$ cat config.mk
export PLATFORM = sky130hd
export DESIGN_NAME = booth_radix4_seq_multiplier
export DESIGN_NICKNAME = d
export VERILOG_FILES = /design/src/rtl/booth_pkg.sv /design/src/rtl/booth_encoder.sv /design/src/rtl/booth_radix4_seq_multiplier.sv
export SDC_FILE = /design/constraint.sdc
export NUM_CORES = 1
export LEC_CHECK = 0
export ABC_AREA = 1
export CORE_UTILIZATION = 51
export CTS_CLUSTER_SIZE = 20
export DETAILED_ROUTE_END_ITERATION = 8
export HOLD_SLACK_MARGIN = 0.1
export PLACE_DENSITY = 0.77
export SLEW_MARGIN = 30
export SYNTH_ARGS = -nofsm -noshare
export SYNTH_HDL_FRONTEND = slang
export SYNTH_HIERARCHICAL = 1
export SYNTH_SLANG_ARGS = --single-unit
$ cat constraint.sdc
create_clock -name clk -period 6.3 [get_ports clk]
set_input_delay 0.63 -clock clk [delete_from_list [all_inputs] [get_ports clk]]
set_output_delay 0.63 -clock clk [all_outputs]
set_load 0.03 [all_outputs]
$ cat src/rtl/booth_pkg.sv
`default_nettype none
`timescale 1ns/1ps
// ============================================================================
// Module      : booth_pkg
// Description : Shared types and digit-map constants for the radix-4 Booth core
// Revision    : 1.0 - initial release
// ============================================================================
package booth_pkg;

    typedef enum logic [1:0] {
        IDLE = 2'd0,
        CALC = 2'd1,
        DONE = 2'd2
    } booth_state_t;

    typedef struct packed {
        logic single;
        logic dbl;
        logic neg;
    } booth_digit_t;

    // Selector encodings as {single, dbl, neg}
    localparam booth_digit_t c_DIGIT_ZERO = 3'b000;
    localparam booth_digit_t c_DIGIT_P1   = 3'b100;
    localparam booth_digit_t c_DIGIT_P2   = 3'b010;
    localparam booth_digit_t c_DIGIT_M1   = 3'b101;
    localparam booth_digit_t c_DIGIT_M2   = 3'b011;

endpackage
`default_nettype wire

$ cat src/rtl/booth_encoder.sv
`default_nettype none
`timescale 1ns/1ps
// ============================================================================
// Module      : booth_encoder
// Description : Radix-4 Booth recoder, multiplier triplet -> selector signals
// Revision    : 1.0 - initial release
// ============================================================================
module booth_encoder
    import booth_pkg::*;
(
    input  logic [2:0]   i_triplet,
    output booth_digit_t o_digit
);

    always_comb begin
        o_digit = c_DIGIT_ZERO;
        case (i_triplet)
            3'b001, 3'b010: o_digit = c_DIGIT_P1;
            3'b011:         o_digit = c_DIGIT_P2;
            3'b100:         o_digit = c_DIGIT_M2;
            3'b101, 3'b110: o_digit = c_DIGIT_M1;
            default:        o_digit = c_DIGIT_ZERO;
        endcase
    end

endmodule
`default_nettype wire

$ cat src/rtl/booth_radix4_seq_multiplier.sv
`default_nettype none
`timescale 1ns/1ps
// ============================================================================
// Module      : booth_radix4_seq_multiplier
// Description : Iterative signed radix-4 Booth multiplier, one digit per clock
// Revision    : 1.0 - initial release
// ============================================================================
module booth_radix4_seq_multiplier
    import booth_pkg::*;
#(
    parameter int N = 32
) (
    input  logic             clk,
    input  logic             reset,
    input  logic             in_valid,
    output logic             in_ready,
    input  logic [N-1:0]     a,
    input  logic [N-1:0]     b,
    output logic             out_valid,
    input  logic             out_ready,
    output logic [2*N-1:0]   product,
    output logic             busy
);

    localparam int c_ITER  = N / 2;
    localparam int c_CNT_W = (c_ITER > 1) ? $clog2(c_ITER) : 1;
    localparam int c_ACC_W = 2 * N + 2;
    localparam logic [c_CNT_W-1:0] c_CNT_LAST = c_CNT_W'(c_ITER - 1);

    booth_state_t         r_state_q,     w_state_d;
    logic [c_CNT_W-1:0]   r_cnt_q,       w_cnt_d;
    logic [N-1:0]         r_mcand_q,     w_mcand_d;
    logic [N:0]           r_mplr_q,      w_mplr_d;
    logic [c_ACC_W-1:0]   r_acc_q,       w_acc_d;
    logic                 r_in_ready_q,  w_in_ready_d;
    logic                 r_out_valid_q, w_out_valid_d;
    logic                 r_busy_q,      w_busy_d;
    logic [2*N-1:0]       r_product_q,   w_product_d;

    booth_digit_t         w_digit;
    logic [N+1:0]         w_pp_mag;
    logic [N+1:0]         w_pp;
    logic [N+1:0]         w_acc_hi;
    logic [c_ACC_W-1:0]   w_acc_step;

    // Low bit of r_mplr_q is the implicit b[-1]; the register shifts right by 2 per digit
    booth_encoder u_encoder (
        .i_triplet (r_mplr_q[2:0]),
        .o_digit   (w_digit)
    );

    // The accumulator holds P_i * 2^(N-2i): adding the digit at bit N then
    // shifting right by 2 lands the final product exactly at ACC[2N-1:0].
    always_comb begin
        w_pp_mag = '0;
        if (w_digit.single) begin
            w_pp_mag = {{2{r_mcand_q[N-1]}}, r_mcand_q};
        end else if (w_digit.dbl) begin
            w_pp_mag = {r_mcand_q[N-1], r_mcand_q, 1'b0};
        end
        w_pp       = w_digit.neg ? ~w_pp_mag : w_pp_mag;
        w_acc_hi   = r_acc_q[c_ACC_W-1:N] + w_pp + {{(N+1){1'b0}}, w_digit.neg};
        w_acc_step = {{2{w_acc_hi[N+1]}}, w_acc_hi, r_acc_q[N-1:2]};
    end

    always_comb begin
        w_state_d     = r_state_q;
        w_cnt_d       = r_cnt_q;
        w_mcand_d     = r_mcand_q;
        w_mplr_d      = r_mplr_q;
        w_acc_d       = r_acc_q;
        w_out_valid_d = r_out_valid_q;
        w_product_d   = r_product_q;

        case (r_state_q)
            IDLE: begin
                if (in_valid && r_in_ready_q) begin
                    w_state_d = CALC;
                    w_mcand_d = a;
                    w_mplr_d  = {b, 1'b0};
                    w_acc_d   = '0;
                end
            end
            CALC: begin
                w_acc_d  = w_acc_step;
                w_mplr_d = {2'b00, r_mplr_q[N:2]};
                if (r_cnt_q == c_CNT_LAST) begin
                    w_cnt_d   = '0;
                    w_state_d = DONE;
                end else begin
                    w_cnt_d = r_cnt_q + 1'b1;
                end
            end
            DONE: begin
                // First DONE cycle captures the result; out_ready only counts once valid is up
                if (!r_out_valid_q) begin
                    w_out_valid_d = 1'b1;
                    w_product_d   = r_acc_q[2*N-1:0];
                end else if (out_ready) begin
                    w_out_valid_d = 1'b0;
                    w_state_d     = IDLE;
                end
            end
            default: begin
                w_state_d = IDLE;
            end
        endcase

        w_in_ready_d = (w_state_d == IDLE);
        w_busy_d     = (w_state_d != IDLE);
    end

    always_ff @(posedge clk or posedge reset) begin
        if (reset) begin
            r_state_q     <= IDLE;
            r_cnt_q       <= '0;
            r_mcand_q     <= '0;
            r_mplr_q      <= '0;
            r_acc_q       <= '0;
            r_in_ready_q  <= 1'b0;
            r_out_valid_q <= 1'b0;
            r_busy_q      <= 1'b0;
            r_product_q   <= '0;
        end else begin
            r_state_q     <= w_state_d;
            r_cnt_q       <= w_cnt_d;
            r_mcand_q     <= w_mcand_d;
            r_mplr_q      <= w_mplr_d;
            r_acc_q       <= w_acc_d;
            r_in_ready_q  <= w_in_ready_d;
            r_out_valid_q <= w_out_valid_d;
            r_busy_q      <= w_busy_d;
            r_product_q   <= w_product_d;
        end
    end

    assign in_ready  = r_in_ready_q;
    assign out_valid = r_out_valid_q;
    assign busy      = r_busy_q;
    assign product   = r_product_q;

endmodule
`default_nettype wire
==> tab_implementation.tex, run 1 <==
\begin{tabular}{lr}
\hline
Metric & Value \\
\hline
\multicolumn{2}{l}{\textbf{Run status}} \\
\quad Run status & finished clean \\
\multicolumn{2}{l}{\textbf{Yosys}} \\
\quad Yosys warning count & 6 \\
\quad Most common cell in the synthesized netlist & nand2\_1 \\
\quad Total nets after synthesis & 1414 \\
\quad Post-Syn Area per Cell & 8.09 µm² \\
\quad Leading area contributor after synthesis & dfrtp\_1 \\
\quad Instance count of the mapped netlist & 1312 \\
\quad Prevailing post-synth register cell & dfrtp\_1 \\
\quad Top cell type's share of synthesized area & 47.6\% \\
\quad Synth top area cells & dfrtp\_1, nand2\_1, inv\_1 \\
\quad Mapped cell area & 10600 µm² \\
\quad Unique cell type count in the Yosys netlist & 43 \\
\quad Share of flip-flops with an asynchronous set or reset & 100\% \\
\quad Number of synthesized flops with an enable pin & 0 \\
\quad Sequential area share after synthesis & 47.6\% \\
\quad \#FFs+latches synth & 202 \\
\quad Most common library cells after synthesis & nand2\_1, dfrtp\_1, inv\_1, o21ai\_0, nor2\_1 \\
\multicolumn{2}{l}{\textbf{Floorplanning}} \\
\quad Horiz. Die Dim & 146 µm \\
\quad Core Rows & 52 \\
\quad Area of the placeable core & 20300 µm² \\
\quad Effective utilization at floorplan & 52.3\% \\
\quad \# IOs & 135 \\
\quad Die area & 21400 µm² \\
\quad Vert. Die Dim & 146 µm \\
\multicolumn{2}{l}{\textbf{STA}} \\
\quad Max-slew violation total from the final report & 0 \\
\quad Slew @ Worst Pin & 0.906 ns \\
\quad Max Clock Freq & 227 MHz \\
\quad RSZ-0062 raised after global routing & false \\
\quad Endpoints failing hold & 0 \\
\quad Post-route clock skew & 0.00768 ns \\
\quad Final Setup Violations & 0 \\
\quad Share of the cycle needed by the critical path after routing & 69.9\% \\
\quad Minimum clock period after layout & 4.41 ns \\
\quad Aggregate negative setup slack & 0 ns \\
\quad Rel. slew slack & 39.5\% \\
\multicolumn{2}{l}{\textbf{Critical path}} \\
\quad Critical Path AT & 4.75 ns \\
\quad Register-to-register path setup slack & 1.89 ns \\
\quad Bufs and invs on worst path & 3 \\
\quad Data required time at the worst endpoint & 6.64 ns \\
\quad Worst Path Class, Setup & flip-flop to flip-flop \\
\quad Most common cell on crit path & nand2\_1 \\
\quad Kind of start point of the critical path & flip-flop \\
\quad Worst-path cell chain & nand2\_1 > inv\_1 > nor2\_1 > inv\_1 > nand2\_1 > o22ai\_1 > xor2\_1 > ha\_1 > nand2\_1 > inv\_1 > a21oi\_1 > nand2\_1 > nand2\_1 > nand2\_1 > o21ai\_0 > o22ai\_1 \\
\quad Slowest cell delay on critical path & 0.75 ns \\
\quad Worst-path fanout max & 33 \\
\quad Critical-path top delay cell & nand2\_1 \\
\quad CP top delay family & simple AND/OR/NAND/NOR gates \\
\quad Sort of element at the end of the critical path & flip-flop \\
\multicolumn{2}{l}{\textbf{Place}} \\
\quad GPL Wtd Cong & 0.946 \\
\quad Number of buffer cells added on primary ports & 134 \\
\quad HPWL Detailed & 17600 µm \\
\multicolumn{2}{l}{\textbf{Clocking}} \\
\quad Clk slew on worst S/H paths & 0.06 ns \\
\quad Total setup buffers inserted after CTS & 0 \\
\quad CTS resizes & 0 \\
\quad CTS HTree Levels & 1 \\
\quad Buffers from clock root to sink, at most & 3 \\
\quad Worst-Skew Late Latency & 0.50 ns \\
\quad Clock Sink Count & 202 \\
\quad Root Buffer & clkbuf\_16 \\
\quad TritonCTS clock tree & yes \\
\quad CTS hold repair buffers & 0 \\
\quad Number of buffers inserted during clock tree synthesis & 21 \\
\multicolumn{2}{l}{\textbf{Route}} \\
\quad Vias & 8880 \\
\quad DRT Pass-1 Iters & 5 \\
\quad Iteration-0 DRC Markers & 518 \\
\quad Per-cell routed wire length & 14.7 µm \\
\quad Via count normalized by instance count & 5.22 \\
\quad DR DRC count & 0 \\
\quad Final wirelength & 25000 µm \\
\quad Count of nets left with antenna violations after detail routing & 0 \\
\multicolumn{2}{l}{\textbf{Cells and area}} \\
\quad Syn-to-layout area delta & 20.3\% \\
\quad Fraction of layout instances using a drive strength above 1 & 6.29\% \\
\quad Number of diodes added for antenna fixing & 0 \\
\quad Final net count & 1520 \\
\multicolumn{2}{l}{\textbf{Global routing}} \\
\quad Global-route wire length before repair & 42100 µm \\
\quad Via count of the first global-routing pass & 8400 \\
\quad Largest net degree at the start of global routing & 146 \\
\quad Overflow left after global routing & 0 \\
\quad Initial antenna violation count & 0 \\
\quad Global routing usage summed across all routing layers & 24.2\% \\
\multicolumn{2}{l}{\textbf{Job}} \\
\quad Max Cap Violations & 0 \\
\multicolumn{2}{l}{\textbf{Worst hold path}} \\
\quad Worst Hold Class & flip-flop to flip-flop \\
\hline
\end{tabular}
sequential cells by signal, indices dropped and copies added, names as in the netlist, 2 cells and up:
name	flops
r_state_q	2
r_mcand_q	32
product	64
r_cnt_q	4
r_mplr_q	33
r_acc_q	64
logic make-up (layout without fill, tap and decap cells):
| group | Yosys count | after routing | share of synthesized area (%) |
|---|---|---|---|
| AO/OA/AOI/OAI | 299 | 299 | 15.9 |
| buffers and inverters | 240 | 359 | 9.08 |
| AND/OR/NAND/NOR | 486 | 486 | 18.8 |
| XOR/XNOR | 35 | 35 | 2.89 |
| multiplexers | 16 | 16 | 1.70 |
| flip-flops | 202 | 202 | 47.6 |
| adder cells (fa/ha/maj) | 34 | 34 | 4.08 |
worst reg2reg max path: stages (launching register included):
cell	delay, ns
dfrtp_1	0.40
nand2_1	0.08
inv_1	0.12
nor2_1	0.10
inv_1	0.63
nand2_1	0.76
o22ai_1	0.41
xor2_1	0.29
ha_1	0.34
nand2_1	0.18
inv_1	0.06
a21oi_1	0.18
nand2_1	0.14
nand2_1	0.10
nand2_1	0.09
o21ai_0	0.24
o22ai_1	0.14
routing by layer:
metal / global-route usage [%] / vias up / wire [µm]
met1: 36.9 / 4183 / 12100
met3: 3.66 / 26 / 1470
li1: - / 4460 / -
met2: 36.7 / 211 / 11200
met4: 4.69 / 0 / 326
met5: 0 / - / 0
per-stage QoR:
step                      worst slack [ns]  instances  cell area, µm²  utilization, %  hold WS [ns]
after floorplan                      0.159       1312           10600               -         0.466
after global placement                2.12       1664           12100            59.5         0.464
after detailed placement              2.07       1664           12100            59.5         0.474
after CTS                             2.01       1700           12700            62.7         0.488
after global routing                  1.51       1701           12800            62.9         0.515
final                                 1.89       1701           12800            62.9         0.486
worst paths after layout:
path                              from       endpoint  cells after the start
setup / recovery           r_mplr_q[1]    r_acc_q[45]                     16
hold / removal             product[12]    product[12]                      2
setup reg to reg           r_mplr_q[1]    r_acc_q[45]                     16
hold reg to reg            product[12]    product[12]                      2
max in group asynchronous        reset  r_mcand_q[17]                      3
min in group asynchronous        reset    r_acc_q[48]                      2
cells in the final DEF (no fill, tap or decap), types with 3 or more instances in the layout:
cell type,instances
a21oi_1,50
a31oi_1,16
buf_4,3
clkbuf_1,6
clkbuf_16,21
clkbuf_8,6
clkdlybuf4s50_1,134
dfrtp_1,202
ha_1,33
inv_1,177
inv_2,5
mux2_2,16
nand2_1,349
nand2_2,7
nand3_1,39
nor2_1,67
nor2_2,3
nor3_1,4
o21ai_0,121
o21ai_1,39
o21bai_1,3
o22ai_1,55
o22ai_2,10
xor2_1,33
area by class of cell:
type | count | area [µm²]
Clock inverter | 3 | 18.8
Clock buffer | 33 | 631
Tap cell | 270 | 338
Timing Repair Buffer | 138 | 1390
Inverter | 185 | 714
Multi-Input combinational cell | 870 | 4620
Sequential cell | 202 | 5050
Fill cell | 1778 | 7530
Power of run 1 is not shown: default switching activity piles up to over one toggle a cycle in this logic, so the estimate is an artifact.
==> run 2, diff against run 1 <==
CORE_UTILIZATION = 56   (was 51)
PLACE_DENSITY = 0.81   (was 0.77)
clock period = 4.3 ns   (was 6.3 ns; I/O delays follow)
==> run 2 against run 1 <==
Effect of this change: cell area grew 0.95%; fmax up 26%; hold slack worse by 0.14 ns; global-route usage up 3.8 points; sequential share of layout area fell by 0.37 points; die area fell by 8.8%; count of clock-buffer cells in the layout did not move; non-clock buffer count increased by 6; wire length up 6.0%; critical path type unchanged.
==> tab_implementation.tex, run 2 (synthesis gave the netlist of run 1 again) <==
\begin{tabular}{lr}
\hline
Metric & Value \\
\hline
\multicolumn{2}{l}{\textbf{STA}} \\
\quad Slew @ Worst Pin & 0.888 ns \\
\quad Rel. slew slack & 40.6\% \\
\quad Endpoints failing hold & 0 \\
\quad Aggregate negative setup slack & 0 ns \\
\quad Share of the cycle needed by the critical path after routing & 81.3\% \\
\quad Final Setup Violations & 0 \\
\quad Minimum clock period after layout & 3.50 ns \\
\quad Post-route clock skew & 0.0125 ns \\
\quad RSZ-0062 raised after global routing & false \\
\quad Max-slew violation total from the final report & 0 \\
\quad Max Clock Freq & 286 MHz \\
\multicolumn{2}{l}{\textbf{Global routing}} \\
\quad Initial antenna violation count & 0 \\
\quad Largest net degree at the start of global routing & 127 \\
\quad Global routing usage summed across all routing layers & 28.0\% \\
\quad Most congested layer reported by global routing & met2 \\
\quad Overflow left after global routing & 0 \\
\quad Via count of the first global-routing pass & 8667 \\
\quad Met3 track utilization from global routing & 4.06\% \\
\quad GR Util met1 & 41.2\% \\
\quad Met2 Track Usage GR & 43.8\% \\
\quad Global-route wire length before repair & 43800 µm \\
\multicolumn{2}{l}{\textbf{Floorplanning}} \\
\quad Horiz. Die Dim & 140 µm \\
\quad Effective utilization at floorplan & 58.1\% \\
\quad Vert. Die Dim & 140 µm \\
\quad \# IOs & 135 \\
\quad Die area & 19500 µm² \\
\quad Area of the placeable core & 18300 µm² \\
\quad Core Rows & 49 \\
\multicolumn{2}{l}{\textbf{Critical path}} \\
\quad Worst-path cell chain & nand2\_1 > inv\_1 > nor2\_1 > inv\_1 > nand2\_1 > buf\_4 > o22ai\_1 > xor2\_1 > ha\_1 > a21oi\_1 > o21ai\_0 > inv\_1 > nand2\_1 > a21oi\_1 > nand3\_1 > nand3\_1 > nand2\_1 \\
\quad Sort of element at the end of the critical path & flip-flop \\
\quad Critical-path top delay cell & nand2\_1 \\
\quad Worst Path Class, Setup & flip-flop to flip-flop \\
\quad Critical Path AT & 3.90 ns \\
\quad Data required time at the worst endpoint & 4.70 ns \\
\quad Slowest cell delay on critical path & 0.49 ns \\
\quad Kind of start point of the critical path & flip-flop \\
\quad Worst-path fanout max & 21 \\
\quad Most common cell on crit path & nand2\_1 \\
\multicolumn{2}{l}{\textbf{Route}} \\
\quad Iteration-0 DRC Markers & 554 \\
\quad Per-cell routed wire length & 15.9 µm \\
\quad DRT Pass-1 Iters & 5 \\
\quad Final wirelength & 26500 µm \\
\quad Vias & 9084 \\
\quad Via count normalized by instance count & 5.44 \\
\quad DR DRC count & 0 \\
\quad Count of nets left with antenna violations after detail routing & 0 \\
\multicolumn{2}{l}{\textbf{Worst hold path}} \\
\quad Worst Hold Class & input pin to asynchronous set/reset pin \\
\multicolumn{2}{l}{\textbf{Cells and area}} \\
\quad Filler Cells Inserted & 1460 \\
\quad Commonest non-fill, non-tap cell in the layout & nand2\_1 \\
\quad Final net count & 1527 \\
\quad Fraction of layout instances using a drive strength above 1 & 7.01\% \\
\quad Number of diodes added for antenna fixing & 0 \\
\quad Layout Utilization & 70.6\% \\
\quad Syn-to-layout area delta & 21.4\% \\
\quad Most used cells in the layout excluding fill and tap cells & nand2\_1, dfrtp\_1, inv\_1 \\
\multicolumn{2}{l}{\textbf{Place}} \\
\quad Number of buffer cells added on primary ports & 134 \\
\quad HPWL Detailed & 18600 µm \\
\quad GPL Wtd Cong & 0.963 \\
\multicolumn{2}{l}{\textbf{Clocking}} \\
\quad Number of buffers inserted during clock tree synthesis & 22 \\
\quad CTS hold repair buffers & 0 \\
\quad CTS resizes & 0 \\
\quad Total setup buffers inserted after CTS & 0 \\
\quad TritonCTS clock tree & yes \\
\quad Clock Sink Count & 202 \\
\quad CTS HTree Levels & 1 \\
\quad Worst-Skew Late Latency & 0.52 ns \\
\quad Clk slew on worst S/H paths & 0.06 ns \\
\quad Root Buffer & clkbuf\_16 \\
\quad Buffers from clock root to sink, at most & 3 \\
\multicolumn{2}{l}{\textbf{Job}} \\
\quad Max Cap Violations & 0 \\
\multicolumn{2}{l}{\textbf{Run status}} \\
\quad Run status & finished clean \\
\hline
\end{tabular}
run 2: critical path: cells and delay by family (launching register included):
family                   cells  cell delay (ns)
AND/OR/NAND/NOR              7             1.16
XOR/XNOR                     1             0.17
AO/OA/AOI/OAI                4             0.72
buffers and inverters        4             0.49
adder cells (fa/ha/maj)      1             0.40
flip-flops                   1             0.41
run 2: area by class of cell:
| class | instances | area, µm² | share of cell area, % |
|---|---|---|---|
| Inverter | 185 | 708 | 5.49 |
| Clock buffer | 33 | 652 | 5.06 |
| Multi-Input combinational cell | 870 | 4610 | 35.8 |
| Timing Repair Buffer | 144 | 1440 | 11.2 |
| Sequential cell | 202 | 5050 | 39.2 |
| Tap cell | 229 | 287 | 2.22 |
| Clock inverter | 7 | 135 | 1.05 |
run 2: through the flow:
step,setup WS [ns],hold WS [ns],cells,instance area [µm²]
global placement,0.938,0.466,1630,12100
floorplan,1.25,0.466,1312,10600
global route,0.519,0.383,1670,12900
CTS,0.897,0.355,1670,12900
detailed placement,0.926,0.472,1630,12100
finish,0.804,0.344,1670,12900
run 2: worst paths after layout:
check	start	end	slack (ns)	cells after the start
setup / recovery	r_mplr_q[1]	r_acc_q[64]	0.80	17
hold / removal	reset	r_acc_q[13]	0.34	2
setup reg to reg	r_mplr_q[1]	r_acc_q[64]	0.80	17
hold reg to reg	product[19]	product[19]	0.48	2
max in group asynchronous	reset	r_mcand_q[21]	2.91	3
min in group clk	a[0]	r_mcand_q[0]	0.45	3
run 2: routing by layer:
metal  routed length [µm]  up-vias  part of all wire (%)
met3                 1750       41                   6.6
met5                    0        -                     0
met1                12500     4264                    47
met2                11800      307                    44
li1                     -     4472                     -
met4                  469        0                   1.8
Power of run 2 is left out for the same reason.
==> run 3, diff against run 2 <==
clock period = 3.48 ns   (was 4.3 ns; I/O delays follow)
==> run 3 against run 2 <==
Effect of this change: fmax up 7.7%; wire length down 1.6%; hold slack worse by 0.056 ns; die area unchanged; critical path depth unchanged.
==> tab_implementation.tex, run 3 (synthesis gave the netlist of run 1 again) <==
\begin{tabular}{lr}
\hline
Metric & Value \\
\hline
\multicolumn{2}{l}{\textbf{Run status}} \\
\quad Run status & finished clean \\
\multicolumn{2}{l}{\textbf{Clocking}} \\
\quad Total setup buffers inserted after CTS & 0 \\
\quad CTS hold repair buffers & 0 \\
\quad Worst-Skew Late Latency & 0.51 ns \\
\quad CTS HTree Levels & 1 \\
\quad Clock Sink Count & 202 \\
\quad Clk slew on worst S/H paths & 0.06 ns \\
\quad CTS resizes & 0 \\
\quad TritonCTS clock tree & yes \\
\quad Buffers from clock root to sink, at most & 3 \\
\quad Root Buffer & clkbuf\_16 \\
\quad Number of buffers inserted during clock tree synthesis & 21 \\
\multicolumn{2}{l}{\textbf{Global routing}} \\
\quad Global-route wire length before repair & 42800 µm \\
\quad Via count of the first global-routing pass & 8488 \\
\quad Global routing usage summed across all routing layers & 27.2\% \\
\quad Initial antenna violation count & 0 \\
\quad Overflow left after global routing & 0 \\
\quad Largest net degree at the start of global routing & 82 \\
\multicolumn{2}{l}{\textbf{Floorplanning}} \\
\quad Vert. Die Dim & 140 µm \\
\quad \# IOs & 135 \\
\quad Area of the placeable core & 18300 µm² \\
\quad Effective utilization at floorplan & 58.1\% \\
\quad Horiz. Die Dim & 140 µm \\
\quad Die area & 19500 µm² \\
\quad Core Rows & 49 \\
\multicolumn{2}{l}{\textbf{Job}} \\
\quad Max Cap Violations & 0 \\
\multicolumn{2}{l}{\textbf{STA}} \\
\quad Slew @ Worst Pin & 0.832 ns \\
\quad Final Setup Violations & 0 \\
\quad Aggregate negative setup slack & 0 ns \\
\quad Rel. slew slack & 44.5\% \\
\quad Max Clock Freq & 308 MHz \\
\quad Post-route clock skew & 0.0151 ns \\
\quad RSZ-0062 raised after global routing & false \\
\quad Max-slew violation total from the final report & 0 \\
\quad Minimum clock period after layout & 3.25 ns \\
\quad Share of the cycle needed by the critical path after routing & 93.2\% \\
\quad Endpoints failing hold & 0 \\
\multicolumn{2}{l}{\textbf{Cells and area}} \\
\quad Syn-to-layout area delta & 21.4\% \\
\quad Most used cells in the layout excluding fill and tap cells & nand2\_1, dfrtp\_1, inv\_1 \\
\quad Commonest non-fill, non-tap cell in the layout & nand2\_1 \\
\quad Final net count & 1532 \\
\quad Fraction of layout instances using a drive strength above 1 & 7.55\% \\
\quad Post-layout instance area & 12900 µm² \\
\quad Number of diodes added for antenna fixing & 0 \\
\multicolumn{2}{l}{\textbf{Route}} \\
\quad DR DRC count & 0 \\
\quad Iteration-0 DRC Markers & 677 \\
\quad Final wirelength & 26100 µm \\
\quad Per-cell routed wire length & 15.6 µm \\
\quad DRT Pass-1 Iters & 5 \\
\quad Vias & 9105 \\
\quad Via count normalized by instance count & 5.44 \\
\quad Count of nets left with antenna violations after detail routing & 0 \\
\multicolumn{2}{l}{\textbf{Place}} \\
\quad Number of buffer cells added on primary ports & 134 \\
\quad Area of placed instances & 12200 µm² \\
\quad GPL Wtd Cong & 1.00 \\
\quad HPWL Detailed & 18600 µm \\
\multicolumn{2}{l}{\textbf{Critical path}} \\
\quad Kind of start point of the critical path & flip-flop \\
\quad Worst Path Class, Setup & flip-flop to flip-flop \\
\quad Worst-path fanout max & 30 \\
\quad Data required time at the worst endpoint & 3.84 ns \\
\quad Sort of element at the end of the critical path & flip-flop \\
\quad Critical Path AT & 3.60 ns \\
\quad Cell count of the worst reg-to-reg path & 17 \\
\multicolumn{2}{l}{\textbf{Worst hold path}} \\
\quad Worst Hold Class & input pin to asynchronous set/reset pin \\
\hline
\end{tabular}
## run 3: stage by stage
stage          hold slack [ns]  utilization (%)  setup slack [ns]  cells
3_5_place_dp             0.472             66.7             0.373   1636
2_1_floorplan            0.458                -             0.516   1312
5_1_grt                  0.348             70.5           0.00678   1673
3_3_place_gp             0.464             66.7             0.486   1636
4_1_cts                  0.292             70.5             0.346   1673
6_report                 0.288             70.5             0.235   1673
## run 3: final cells by class
type	instances	area, µm²
clock buffers	22	539
inverters	185	703
clock inverters	15	168
multi-input cells	870	4610
fillers	1431	5380
repair buffers	150	1520
well taps	229	287
flip-flops and latches	202	5050
## run 3: critical path, stage by stage (launching register included)
cell and delay, ns:
dfrtp_1 0.41, nand2_1 0.08, inv_1 0.07, nor2_1 0.23
inv_1 0.09, nand2_1 0.07, buf_4 0.28, o22ai_1 0.13
xor2_1 0.32, ha_1 0.35, nand2_1 0.08, nand2_1 0.06
nand2_1 0.06, nand2_1 0.06, a21oi_1 0.17, nand3_2 0.14
o21ai_0 0.31, o21ai_0 0.15
## run 3: per-layer routing
layer / routed length, µm / track usage, %
met5: 0 / 0
met4: 483 / 6.19
met3: 1840 / 5.16
met2: 11700 / 42.5
met1: 12000 / 39.4
## run 3: path summary, 6_finish.rpt
| path | start | end | slack [ns] |
|---|---|---|---|
| max | r_mplr_q[1] | r_acc_q[47] | 0.23 |
| min | reset | r_acc_q[18] | 0.29 |
| max reg2reg | r_mplr_q[1] | r_acc_q[47] | 0.23 |
| min reg2reg | product[23] | product[23] | 0.49 |
| max in group asynchronous | reset | busy | 2.47 |
| min in group clk | a[0] | r_mcand_q[0] | 0.37 |
Power of run 3 is left out for the same reason.
